`config.mk`:
```
export PLATFORM = sky130hd
export DESIGN_NAME = exu_agu
export DESIGN_NICKNAME = d
export VERILOG_FILES = /design/src/rtl/exu_agu.sv
export SDC_FILE = /design/constraint.sdc
export NUM_CORES = 1
export LEC_CHECK = 0
export CORE_MARGIN = 3
export CORE_UTILIZATION = 41
export DETAILED_ROUTE_END_ITERATION = 16
export HOLD_SLACK_MARGIN = 0.06
export PLACE_DENSITY = 0.87
export SLEW_MARGIN = 20
export SYNTH_ARGS = -nofsm -noshare
export SYNTH_HDL_FRONTEND = slang
export SYNTH_SLANG_ARGS = --single-unit
```
`constraint.sdc`:
```
create_clock -name clk -period 1.6 [get_ports clk]
set_input_delay 0.16 -clock clk [delete_from_list [all_inputs] [get_ports clk]]
set_output_delay 0.16 -clock clk [all_outputs]
set_load 0.02 [all_outputs]
```
`src/rtl/exu_agu.sv`:
```
// Address generation unit: computes effective address, store lanes and masks,
// issues one memory command and returns a single writeback per request.
module exu_agu #(
    parameter int XLEN    = 32,
    parameter int PC_SIZE = 32
) (
    input  logic                clk,
    input  logic                rst_n,
    input  logic                agu_i_valid,
    output logic                agu_o_ready,
    input  logic                agu_i_load,
    input  logic                agu_i_store,
    input  logic                agu_i_usign,
    input  logic [1:0]          agu_i_size,
    input  logic [XLEN-1:0]     agu_i_rs1,
    input  logic [XLEN-1:0]     agu_i_imm,
    input  logic [XLEN-1:0]     agu_i_rs2,
    input  logic [4:0]          agu_i_rdidx,
    output logic                memtop_o_cmd_enable,
    output logic                memtop_o_cmd_read,
    output logic                memtop_o_cmd_write,
    output logic                memtop_o_cmd_usign,
    output logic [1:0]          memtop_o_cmd_size,
    output logic [PC_SIZE-1:0]  memtop_o_cmd_addr,
    output logic [XLEN-1:0]     memtop_o_cmd_wdata,
    output logic [XLEN/8-1:0]   memtop_o_cmd_wmask,
    output logic                memtop_o_cmd_misalgn,
    input  logic                memtop_i_ready,
    input  logic [XLEN-1:0]     memtop_i_wbck_wdata,
    input  logic                memtop_i_wbck_err,
    output logic                agu_o_wbck_valid,
    input  logic                agu_i_wbck_ready,
    output logic                agu_o_wbck_wen,
    output logic [4:0]          agu_o_wbck_rdidx,
    output logic [XLEN-1:0]     agu_o_wbck_wdata,
    output logic                agu_o_wbck_err
);

    localparam int MW = XLEN / 8;
    localparam logic [MW-1:0] M_B = MW'(1);
    localparam logic [MW-1:0] M_H = MW'(3);

    typedef enum logic [1:0] {
        IDLE,
        CMD,
        WBCK
    } state_e;

    state_e state_q, state_d;

    logic               load_q, load_d;
    logic               store_q, store_d;
    logic               usign_q, usign_d;
    logic               misalgn_q, misalgn_d;
    logic               err_q, err_d;
    logic [1:0]         size_q, size_d;
    logic [4:0]         rdidx_q, rdidx_d;
    logic [PC_SIZE-1:0] addr_q, addr_d;
    logic [XLEN-1:0]    wdata_q, wdata_d;
    logic [MW-1:0]      wmask_q, wmask_d;
    logic [XLEN-1:0]    rdata_q, rdata_d;

    logic [PC_SIZE-1:0] addr_c;
    logic               misalgn_c;
    logic [XLEN-1:0]    wdata_c;
    logic [MW-1:0]      wmask_c;

    logic in_cmd;
    logic in_wb;

    assign addr_c = agu_i_rs1[PC_SIZE-1:0] + agu_i_imm[PC_SIZE-1:0];

    // Alignment check and store lane/mask formation for the incoming request
    always_comb begin
        misalgn_c = 1'b0;
        wdata_c   = agu_i_rs2;
        wmask_c   = '1;
        unique case (agu_i_size)
            2'b00: begin
                wdata_c = {MW{agu_i_rs2[7:0]}};
                wmask_c = M_B << addr_c[1:0];
            end
            2'b01: begin
                misalgn_c = addr_c[0];
                wdata_c   = {(XLEN/16){agu_i_rs2[15:0]}};
                wmask_c   = M_H << addr_c[1:0];
            end
            2'b10: begin
                misalgn_c = |addr_c[1:0];
            end
            default: begin
                misalgn_c = 1'b1;
            end
        endcase
        if (agu_i_load == agu_i_store) begin
            misalgn_c = 1'b1;
        end
    end

    // Next-state and request/response capture
    always_comb begin
        state_d   = state_q;
        load_d    = load_q;
        store_d   = store_q;
        usign_d   = usign_q;
        misalgn_d = misalgn_q;
        err_d     = err_q;
        size_d    = size_q;
        rdidx_d   = rdidx_q;
        addr_d    = addr_q;
        wdata_d   = wdata_q;
        wmask_d   = wmask_q;
        rdata_d   = rdata_q;
        unique case (state_q)
            IDLE: begin
                if (agu_i_valid) begin
                    load_d    = agu_i_load;
                    store_d   = agu_i_store;
                    usign_d   = agu_i_usign;
                    size_d    = agu_i_size;
                    rdidx_d   = agu_i_rdidx;
                    addr_d    = addr_c;
                    misalgn_d = misalgn_c;
                    err_d     = misalgn_c;
                    rdata_d   = '0;
                    wdata_d   = (agu_i_store && !misalgn_c) ? wdata_c : '0;
                    wmask_d   = (agu_i_store && !misalgn_c) ? wmask_c : '0;
                    state_d   = misalgn_c ? WBCK : CMD;
                end
            end
            CMD: begin
                if (memtop_i_ready) begin
                    rdata_d = memtop_i_wbck_wdata;
                    err_d   = memtop_i_wbck_err;
                    state_d = WBCK;
                end
            end
            WBCK: begin
                if (agu_i_wbck_ready) begin
                    state_d = IDLE;
                end
            end
            default: begin
                state_d = IDLE;
            end
        endcase
    end

    // State and datapath registers, cleared asynchronously
    always_ff @(posedge clk or negedge rst_n) begin
        if (!rst_n) begin
            state_q   <= IDLE;
            load_q    <= 1'b0;
            store_q   <= 1'b0;
            usign_q   <= 1'b0;
            misalgn_q <= 1'b0;
            err_q     <= 1'b0;
            size_q    <= '0;
            rdidx_q   <= '0;
            addr_q    <= '0;
            wdata_q   <= '0;
            wmask_q   <= '0;
            rdata_q   <= '0;
        end else begin
            state_q   <= state_d;
            load_q    <= load_d;
            store_q   <= store_d;
            usign_q   <= usign_d;
            misalgn_q <= misalgn_d;
            err_q     <= err_d;
            size_q    <= size_d;
            rdidx_q   <= rdidx_d;
            addr_q    <= addr_d;
            wdata_q   <= wdata_d;
            wmask_q   <= wmask_d;
            rdata_q   <= rdata_d;
        end
    end

    assign in_cmd = (state_q == CMD);
    assign in_wb  = (state_q == WBCK);

    assign agu_o_ready = (state_q == IDLE);

    assign memtop_o_cmd_enable  = in_cmd;
    assign memtop_o_cmd_read    = in_cmd & load_q;
    assign memtop_o_cmd_write   = in_cmd & store_q;
    assign memtop_o_cmd_usign   = in_cmd & usign_q;
    assign memtop_o_cmd_misalgn = in_cmd & misalgn_q;
    assign memtop_o_cmd_size    = in_cmd ? size_q : '0;
    assign memtop_o_cmd_addr    = in_cmd ? addr_q : '0;
    assign memtop_o_cmd_wdata   = in_cmd ? wdata_q : '0;
    assign memtop_o_cmd_wmask   = in_cmd ? wmask_q : '0;

    assign agu_o_wbck_valid = in_wb;
    assign agu_o_wbck_wen   = in_wb & load_q & ~err_q;
    assign agu_o_wbck_err   = in_wb & err_q;
    assign agu_o_wbck_rdidx = in_wb ? rdidx_q : '0;
    assign agu_o_wbck_wdata = (in_wb && load_q) ? rdata_q : '0;

endmodule

```
# ---- Word level (Yosys, flattened, before mapping)
# Index checks and enable logic that the tools add are counted.
dict set report word_totals {
  elab_cells 64
  input_bits 144
  register_bits 114
}
dict set report classes {
  mux 23
  bitwise 8
  n_shift 2
  eq_ne 8
  n_addsub 1
  n_reduce_logical 10
}
# op n
set ops {}
lappend ops {{32-bit 2-to-1 mux} 6}
lappend ops {{32-bit one-hot mux with 2 select lines} 2}
lappend ops {{32-bit adder} 1}
lappend ops {{2-bit 2-to-1 mux} 5}
lappend ops {{4-bit 2-to-1 mux} 2}
lappend ops {{4-bit one-hot mux with 2 select lines} 1}
lappend ops {{1-bit bitwise AND} 7}
lappend ops {{2-bit != test (second input constant)} 3}
lappend ops {{2-bit one-hot mux with 3 select lines} 1}
lappend ops {{3-bit AND reduction} 2}
lappend ops {{5-bit 2-to-1 mux} 1}
lappend ops {{2-bit by 1-bit equality test with 1-bit output (second input constant)} 2}
lappend ops {{2-bit equality test (second input constant)} 2}
lappend ops {{2-bit zero test} 2}
lappend ops {{1-bit by 2-bit << shifter with 4-bit output (first input constant)} 1}
lappend ops {{2-bit by 2-bit << shifter with 4-bit output (first input constant)} 1}
lappend ops {{1-bit 2-to-1 mux} 3}
lappend ops {{1-bit one-hot mux with 3 select lines} 1}
lappend ops {{1-bit logical AND} 2}
lappend ops {{1-bit one-hot mux with 2 select lines} 1}
lappend ops {{2-bit AND reduction} 1}
lappend ops {{2-bit nonzero test} 1}
lappend ops {{2-bit OR reduction} 1}
lappend ops {{1-bit equality test} 1}
lappend ops {{2 further kinds} 2}

# ---- Depth between registers and ports, before layout
dict set report depth {
  depth_word 7
  ltp_mapped 10
}

# ---- Worst setup path after synthesis
# Ideal clock, no wire load.
dict set report synth_path {
  kind {input to register}
  startpoint {input port agu_i_rs1[0]}
  endpoint {register addr_q[26]}
  path_slack_ps -860
  stages 10
  required_time_ps 1465
  path_buffers 0
  t_arrival_ps 2325
  cell_sequence {ha_1 -> fa_1 -> a21oi_1 -> nor2b_2 -> a31oi_2 -> or4_1 -> a311o_1 -> a311oi_2 -> mux2i_1 -> o311ai_1}
}
dict set report synth_between {
  elab_chain_len 1
}
# item line
set synth_rtl {}
lappend synth_rtl {{start: declaration} 15} ;# input logic [XLEN-1:0] agu_i_rs1,
lappend synth_rtl {{32-bit adder} 71} ;# assign addr_c = agu_i_rs1[PC_SIZE-1:0] + agu_i_imm[PC_SIZE-1:0];
lappend synth_rtl {{end signal: assignment} 173} ;# addr_q <= addr_d;
lappend synth_rtl {{end: declaration} 58} ;# logic [PC_SIZE-1:0] addr_q, addr_d;
# No other way between the ends.
# A chain may end at the register's enable or synchronous reset.

# ---- Worst setup path after layout
dict set report layout_path {
  startpoint {register state_q[1]}
  endpoint {output port memtop_o_cmd_wdata[14]}
}
dict set report layout_between {
  elab_chain_len 2
}
# item line
set layout_rtl {}
lappend layout_rtl {{start: declaration} 49} ;# state_e state_q, state_d;
lappend layout_rtl {{start signal: assignment} 165} ;# state_q <= state_d;
lappend layout_rtl {{2-bit by 1-bit equality test with 1-bit output} 180} ;# assign in_cmd = (state_q == CMD);
lappend layout_rtl {{32-bit 2-to-1 mux} 192} ;# assign memtop_o_cmd_wdata = in_cmd ? wdata_q : '0;
lappend layout_rtl {{end: declaration} 25} ;# output logic [XLEN-1:0] memtop_o_cmd_wdata,
# No other way between the ends.

==> reports/metrics.cfg <==
[critical_path]
reg2reg_slack_ns = -0.47
arrival_ns = 1.92
critPathMaxFanout = 8
cp-start-kind = register
r2r-end = err_q
r2r-start = state_q[1]
cp-end-kind = output pin
worstPathRequired_ns = 1.44
crit_type = register to output pin
rr_worst_depth = 8

[synthesis]
synth-edff-count = 0
synthArstFlopShare = 1.00
ys_ff_latch = 114
synthCells = 794
synth_xor_area_frac = 0.0319
synth.area.top_cells = dfrtp_1 (40%), and2_1 (7.2%), nand2_1 (6.7%), ha_1 (5.4%), a22o_1 (3.9%)
seq_area_frac_synth = 0.400
synth_nets = 970
yosys.cell_types.count = 64
synth_compound_area_frac = 0.196
synth_most_common_cell = nand2_1
synth-simple-area-share = 0.227
yosys.area_share.adder = 0.0572
synth_top_area_frac = 0.400
netlist_area_um2 = 7130
synth_common_cells = nand2_1 (127), dfrtp_1 (114), and2_1 (82), o21ai_0 (52), clkbuf_1 (43)
yosys_warnings = 0
syn_avg_cell_area_um2 = 8.99
synth_top_family_by_area = simple AND/OR/NAND/NOR gates
synth-main-ff-cell = dfrtp_1
synthMuxAreaShare = 0.0367
synth_top_area_cell = dfrtp_1

[finish]
multiInputGateArea_um2 = 5580
syn_to_final_growth_pct = 103
utilization = 0.860
fillers = 656
regArea_um2 = 2850
design_area_um2 = 14500
final_cells = 1457
nets = 1399
layout-drive-gt1-share = 0.533

[sta]
slew_viol_final = 0
tns_ns = -69.49
fin_ws_ns = -0.482
hold_ws_ns = 0.182
worst_pin_slew_ns = 0.453
setup_viol = 227
skew_ns = 0.0131
slew_headroom = 0.689
final-hold-violation-count = 0
finalCriticalPeriod_ns = 2.08
rsz0062_at_grt = yes
period_share = 1.30
max_freq_mhz = 480

[floorplanning]
die_w_um = 138
die_area_um2 = 19000
rows = 47
ios = 260
coreArea_um2 = 16800
start_util = 0.424
die_h_um = 138

[global_routing]
grt_max_degree = 43
first_global_vias = 8123
grt_pass1_wl_um = 41600
gr-total-overflow = 0
grt_use_total = 0.279
antenna_found_initial = 2

[cts]
cts-root-buf = clkbuf_16
clk_pin_slew_worst_paths_ns = 0.06
cts_tree = built
cts.sinks = 114
numCtsBuffers = 17
clkLatencyLatePin_ns = 0.43
cts_htree_levels = 4
clock_path_buffers = 2

[route]
viasPerCell = 6.15
routed_wl_um = 39000
drt_iter0_drc = 909
drtAntennaViolNets = 0
drc = 0
drt_pre_antenna_iters = 7
num_vias = 8957
routedWlPerCell_um = 26.7

[pwr]
powerDensity_nw_per_um2 = 1100
p_leak_nw = 6.65
p_total_mw = 15.9
vdd_drop_max_mv = 1.01

[place]
port_buffers = 259
gp_congestion = 0.875
post-dp-hpwl_um = 17700
dpl_cell_area_um2 = 10900
dp_slack_ns = -1.45
dp_cells = 1330

[worst_hold_path]
hold_class = input port to async pin

[flow_run]
cap_violations = 0

[status]
violations = negative setup slack
outcome = finished, violations left

==> state kept, by name (all words and copies together), names as in the netlist <==
name       cells
store_q        1
misalgn_q      1
rdata_q       32
size_q         2
rdidx_q        5
wmask_q        4
state_q        2
usign_q        1
load_q         1
err_q          1
wdata_q       32
addr_q        32
==> final cells by class <==
type | count | area share
clock buffer | 21 | 0.0318
multi-input combinational | 613 | 0.386
antenna | 2 | 0.000346
inverter | 9 | 0.00251
timing repair buffer | 468 | 0.352
clock inverter | 10 | 0.0109
sequential | 114 | 0.197
tap | 220 | 0.0190
==> cells by family (layout without fill, tap and decap cells) <==
logic type | count (synthesis) | count (layout)
AND/OR/NAND/NOR | 324 | 325
flip-flops | 114 | 114
AO/OA/AOI/OAI | 204 | 204
adder cells (fa/ha/maj) | 32 | 32
buffers and inverters | 68 | 508
other | 0 | 2
XOR/XNOR | 26 | 26
multiplexers | 26 | 26
==> per-layer routing <==
layer  routed length [µm]  GRT usage
met1                13100      0.317
met2                18900      0.489
met5                   25          0
met3                 4000     0.0635
met4                 2910      0.145
==> worst max-delay path: stages (launching register included) <==
cell,delay (ns)
dfrtp_1,0.41
buf_6,0.14
nor2b_4,0.18
buf_12,0.18
buf_4,0.13
buf_8,0.10
buf_4,0.10
and2_4,0.14
buf_6,0.11
==> worst max-delay path by stage <==
stage / to / cells after the start / startpoint / slack [ns]
global route: addr_q[29] / 9 / agu_i_rs1[19] / -0.53
global placement: addr_q[26] / 11 / agu_i_rs1[0] / -1.33
floorplan: addr_q[26] / 10 / agu_i_rs1[0] / -0.68
detailed placement: addr_q[26] / 11 / agu_i_rs1[0] / -1.45
CTS: addr_q[26] / 11 / agu_i_imm[0] / -0.38
finish: memtop_o_cmd_wdata[14] / 8 / state_q[1] / -0.48
==> layout by cell type, fill, tap and decap left out, types with 6 or more instances in the layout <==
cell / n
clkbuf_16: 34
nand2_4: 19
o31ai_4: 24
clkdlybuf4s50_1: 106
o21ai_0: 16
a22o_1: 32
buf_12: 16
nand2_2: 25
ha_1: 13
clkbuf_2: 6
nor2_1: 29
dlygate4sd2_1: 6
and3_4: 34
nand3_1: 7
dfrtp_1: 114
buf_4: 116
a21oi_2: 8
nand4_1: 7
a21o_1: 19
xor2_1: 13
buf_8: 14
o21ai_2: 13
mux2i_1: 25
o21ai_1: 24
inv_1: 8
a21oi_1: 20
buf_6: 158
nand2_1: 82
and2_4: 78
a21oi_4: 7
buf_2: 10
xnor2_1: 7
ha_4: 18
==> power breakdown <==
| group | total [mW] | switching (mW) | leakage (nW) | internal, mW |
|---|---|---|---|---|
| Combinational | 7.40 | 3.66 | 4.86 | 3.74 |
| Sequential | 4.33 | 0.684 | 1.50 | 3.65 |
| Clock | 4.14 | 1.47 | 0.295 | 2.67 |
==> repair_timing <==
| item | in CTS | in global routing |
|---|---|---|
| hold buffers | 1 | 0 |
| endpoints found under the hold margin | 114 | 0 |
| setup buffers | 33 | 38 |
| setup endpoints to repair | 182 | 229 |
| pin swaps | 56 | 125 |
| cloned | 4 | 27 |
| gates resized for setup | 716 | 488 |
(Power assumes the default switching activity.)
